**config.mk**
```make
export PLATFORM = sky130hd
export DESIGN_NAME = mem_arbiter_id
export DESIGN_NICKNAME = d
export VERILOG_FILES = /design/src/rtl/mem_arbiter_id.sv
export SDC_FILE = /design/constraint.sdc
export NUM_CORES = 1
export LEC_CHECK = 0
export BUFFER_PORTS_ARGS = -buffer_cell sky130_fd_sc_hd__buf_2
export CAP_MARGIN = 10
export CORE_AREA = 2 2 334 336
export CTS_CLUSTER_SIZE = 14
export DETAILED_ROUTE_END_ITERATION = 7
export DIE_AREA = 0 0 336 338
export SYNTH_ARGS = -nofsm -noshare
export SYNTH_HDL_FRONTEND = slang
export SYNTH_SLANG_ARGS = --single-unit
```
**constraint.sdc**
```tcl
create_clock -name clk -period 3.9 [get_ports clk]
set_input_delay 0.975 -clock clk [delete_from_list [all_inputs] [get_ports clk]]
set_output_delay 0.975 -clock clk [all_outputs]
set_load 0.1 [all_outputs]
```
**src/rtl/mem_arbiter_id.sv**
```systemverilog
// -----------------------------------------------------------------------------
// mem_arbiter_id
// Two-client arbiter merging the I-cache and D-cache line ports onto a single
// slow-memory port. Clients hold read/write until their one-cycle ready pulse;
// memory completes with a one-cycle mem_ready pulse. All outputs registered.
//
// Ports:
//   clk, rst_n                 clock, asynchronous active-low reset
//   read_D/write_D/addr_D/wdata_D -> rdata_D/ready_D   D-cache side
//   read_I/write_I/addr_I/wdata_I -> rdata_I/ready_I   I-cache side
//   mem_read/mem_write/mem_addr/mem_wdata <- mem_rdata/mem_ready  memory side
//
// Build option:
//   ARB_RR_EN  defined   : round-robin between colliding requests using a
//                          1-bit last_grant register (0 = I, 1 = D).
//              undefined : fixed D-over-I priority.
// -----------------------------------------------------------------------------
module mem_arbiter_id #(
  parameter int ADDR_W = 28,
  parameter int DATA_W = 128
) (
  input  logic              clk,
  input  logic              rst_n,
  input  logic              read_D,
  input  logic              write_D,
  input  logic [ADDR_W-1:0] addr_D,
  input  logic [DATA_W-1:0] wdata_D,
  output logic [DATA_W-1:0] rdata_D,
  output logic              ready_D,
  input  logic              read_I,
  input  logic              write_I,
  input  logic [ADDR_W-1:0] addr_I,
  input  logic [DATA_W-1:0] wdata_I,
  output logic [DATA_W-1:0] rdata_I,
  output logic              ready_I,
  output logic              mem_read,
  output logic              mem_write,
  output logic [ADDR_W-1:0] mem_addr,
  output logic [DATA_W-1:0] mem_wdata,
  input  logic [DATA_W-1:0] mem_rdata,
  input  logic              mem_ready
);

  typedef enum logic [1:0] {IDLE, BUSY_D, BUSY_I, RELEASE} state_t;

  state_t state_q;

  logic req_d, req_i, pick_d;

  assign req_d = read_D | write_D;
  assign req_i = read_I | write_I;

`ifdef ARB_RR_EN
  logic last_grant_q;  // 1 = D was granted last, 0 = I
  // On a collision the client that was not granted last wins.
  assign pick_d = req_d & (~req_i | ~last_grant_q);
`else
  assign pick_d = req_d;
`endif

  // The memory-side outputs double as the latched request: they are loaded
  // once on the grant edge and held until mem_ready, so client inputs that
  // change while busy have no effect.
  always_ff @(posedge clk or negedge rst_n) begin
    if (!rst_n) begin
      state_q      <= IDLE;
      mem_read     <= 1'b0;
      mem_write    <= 1'b0;
      mem_addr     <= '0;
      mem_wdata    <= '0;
      rdata_D      <= '0;
      rdata_I      <= '0;
      ready_D      <= 1'b0;
      ready_I      <= 1'b0;
`ifdef ARB_RR_EN
      last_grant_q <= 1'b0;
`endif
    end else begin
      ready_D <= 1'b0;
      ready_I <= 1'b0;
      case (state_q)
        IDLE: begin
          if (pick_d) begin
            // read+write together is treated as a write
            mem_write <= write_D;
            mem_read  <= read_D & ~write_D;
            mem_addr  <= addr_D;
            mem_wdata <= wdata_D;
            state_q   <= BUSY_D;
`ifdef ARB_RR_EN
            last_grant_q <= 1'b1;
`endif
          end else if (req_i) begin
            mem_write <= write_I;
            mem_read  <= read_I & ~write_I;
            mem_addr  <= addr_I;
            mem_wdata <= wdata_I;
            state_q   <= BUSY_I;
`ifdef ARB_RR_EN
            last_grant_q <= 1'b0;
`endif
          end
        end
        BUSY_D: begin
          if (mem_ready) begin
            if (mem_read) rdata_D <= mem_rdata;
            mem_read  <= 1'b0;
            mem_write <= 1'b0;
            ready_D   <= 1'b1;
            state_q   <= RELEASE;
          end
        end
        BUSY_I: begin
          if (mem_ready) begin
            if (mem_read) rdata_I <= mem_rdata;
            mem_read  <= 1'b0;
            mem_write <= 1'b0;
            ready_I   <= 1'b1;
            state_q   <= RELEASE;
          end
        end
        // One dead cycle so a client still holding its request in the ready
        // cycle is not granted a second time.
        RELEASE: state_q <= IDLE;
        default: state_q <= IDLE;
      endcase
    end
  end

endmodule

```
==> key figures <==
Logic synthesis
  • Gate Count Post-Synth: 1255
  • Register area share after synthesis: 0.615
  • Asr flop ratio synth: 1.00
  • Yosys Warn Count: 0
  • Post-synthesis cell type count: 25
  • Cell with the most instances after synthesis: dfrtp_1
  • Synth cell count leaders: dfrtp_1, mux2_2, nand2_1
  • Share of the synthesized area in the top cell type: 0.615
  • Top cells by area, synth: dfrtp_1, mux2_2, mux2i_1
  • Average size of a mapped cell: 13.5 um2
  • Netlist Area Pre-Place: 17000 um2
  • Yosys reg bits: 418
  • Yosys top cell by area: dfrtp_1
  • Top_reg_cell synth: dfrtp_1
  • Post-synth EDFFs: 0
  • Syn nets: ~1.7k

Clock tree
  • Maximum buffer depth of the clock tree: 3
  • Worst skew pair latency: 0.60 ns
  • Number of hold buffers added after cts: 0
  • Post-CTS Repair Setup Buffers: 0
  • Worst-path clk slew: 0.06 ns
  • Htree depth: 2
  • CTS Buf Count: 48
  • CTS tree: yes
  • Clock root buffer: clkbuf_16
  • Resized Gates After CTS: 0
  • CTS sink cnt: 418

Routing
  • Number of remaining DRC errors: 0
  • Routed vias/inst: 3.65
  • Pre-antenna DRT Iters: 4
  • Routed wire length: 67100 um
  • Initial drt markers: around 390
  • Via count: roughly 13k
  • Post-route ant nets: 0
  • Post-DR wirelength/cell: ~18 um

Flow run
  • MaxCap Viol Count: 0

Finish
  • Fill count: around 12k
  • Synth-to-layout area growth: 46.1%
  • Nets@finish: 2589
  • Final cell area excluding filler cells: 24800 um2
  • Finished Core Util: 0.226
  • Antenna Cells: 0
  • Layout cell share with drive strength beyond 1: 0.572

Place
  • Routability cong.: 0.826
  • PortBufs: 862
  • Detail Placement HPWL: 54700 um
  • Placement Cell Area: approximately 23000 um2

Die
  • Starting density of the core: 0.154
  • I/O pin count: 863
  • Die ar.: 114000 um2
  • Die height: 338 um
  • FP Rows: 122
  • Chip width: between 300 and 400 um
  • Total core area: 110000 um2

STA
  • Worst clock skew: ~0.017 ns
  • RSZ-0062 raised after global routing: no
  • Pin slew with the least headroom to its limit: 0.838 ns
  • Hold Vio Cnt, Final: 0
  • Setup TNS: 0 ns
  • Final period util: 0.669
  • Tmin final: 2.61 ns
  • Setup-failing EPs final: 0
  • Worst slew margin: 0.442
  • FMAX: 384 MHz
  • Fin. max-slew vios: 0

Critical path
  • Critical path buffer and inverter count: 1
  • Setup crit start kind: flip-flop
  • Crit. End Element: output port
  • Arr. time, crit path: 1.63 ns
  • Data required, critical path: 2.92 ns
  • CP max stage cell: dfrtp_1
  • CP Cell Sequence: buf_2
  • Crit path kind: flip-flop to output port
  • Crit path max-delay family: flip-flops
  • Worst path max stage delay: just over 0.5 ns
  • Crit path max fanout: 4

Global route
  • Largest net degree at the start of global routing: 137
  • Global-route wire length before repair: just over 90000 um
  • Grt total ovfl: 0
  • Antenna violations before repair: 21
  • Vias in the first global route: 13.4k
  • Total Routing Usage GR: 0.112

Run status
  • Status: complete, no violations

Worst hold path
  • HP Class: primary input to async pin
## worst reg2reg max path, stage by stage (launching register included)
cell	delay (ns)
dfrtp_1	0.39
inv_1	0.09
ha_1	0.19
and2_1	0.19
nand2_4	0.48
buf_4	0.40
mux2_2	0.37
## worst paths after layout
check | start | end | slack, ns | depth (start not counted)
min | rst_n | mem_wdata[54] | 0.41 | 1
min reg2reg | mem_addr[20] | mem_addr[20] | 0.47 | 2
max reg2reg | state_q[1] | rdata_D[113] | 1.69 | 6
min in group clk | mem_addr[20] | mem_addr[20] | 0.47 | 2
max | mem_read | mem_read | 1.29 | 1
max in group asynchronous | rst_n | rdata_D[3] | 2.56 | 2
## cell type report
class,instances,area (um2),share of cell area
flip-flops and latches,418,10500,0.421
inverters,5,18.8,0.000756
clock inverters,16,200,0.00806
multi-input cells,752,6050,0.243
clock buffers,73,1390,0.0558
repair buffers,912,4860,0.196
well taps,1488,1860,0.0750
## metrics by stage
| stage | worst slack, ns | std cells | hold slack, ns |
|---|---|---|---|
| final | 1.29 | 3664 | 0.412 |
| after global routing | 1.20 | 3664 | 0.424 |
| after CTS | 1.22 | 3664 | 0.402 |
| after detailed placement | 1.19 | 3575 | 0.465 |
| after global placement | 1.21 | 3575 | 0.458 |
| after floorplan | 1.79 | 1255 | 0.555 |
## cells in the final DEF (no fill, tap or decap), types with 4 or more instances in the layout
master,synthesis,layout
buf_12,0,13
clkinv_2,0,5
inv_1,5,5
clkbuf_16,0,48
o21ai_0,133,133
o21ai_1,25,25
clkbuf_8,0,9
mux2_2,256,256
buf_4,16,37
dfrtp_1,418,418
mux2i_1,156,156
nand2_1,159,157
buf_2,37,861
ha_1,5,5
a21oi_1,4,4
clkbuf_1,8,16
## state kept, by name, indices dropped and copies added, names as in the netlist
name and flops:
mem_wdata 128, rdata_D 128, rdata_I 128, mem_addr 28, state_q 2, mem_read 1, mem_write 1, ready_D 1
ready_I 1
## cells by family after synthesis
family,after synthesis,synth area share
flip-flops,418,0.615
multiplexers,412,0.262
AO/OA/AOI/OAI,168,0.0518
AND/OR/NAND/NOR,167,0.0378
buffers and inverters,85,0.0297
adder cells (fa/ha/maj),5,0.00368
## metal layers
layer | vias up | part of all wire | wire length (um) | GRT usage
li1 | 6154 | - | - | -
met1 | 6586 | 0.39 | 26100 | 0.128
met2 | 547 | 0.51 | 34000 | 0.200
met3 | 90 | 0.086 | 5740 | 0.0386
met4 | 6 | 0.018 | 1230 | 0.0227
met5 | - | 0.00058 | 39 | 0
Power is left out: the tool's default activity adds up to more than one toggle a clock period on the data nets, which glitch-free logic cannot reach.
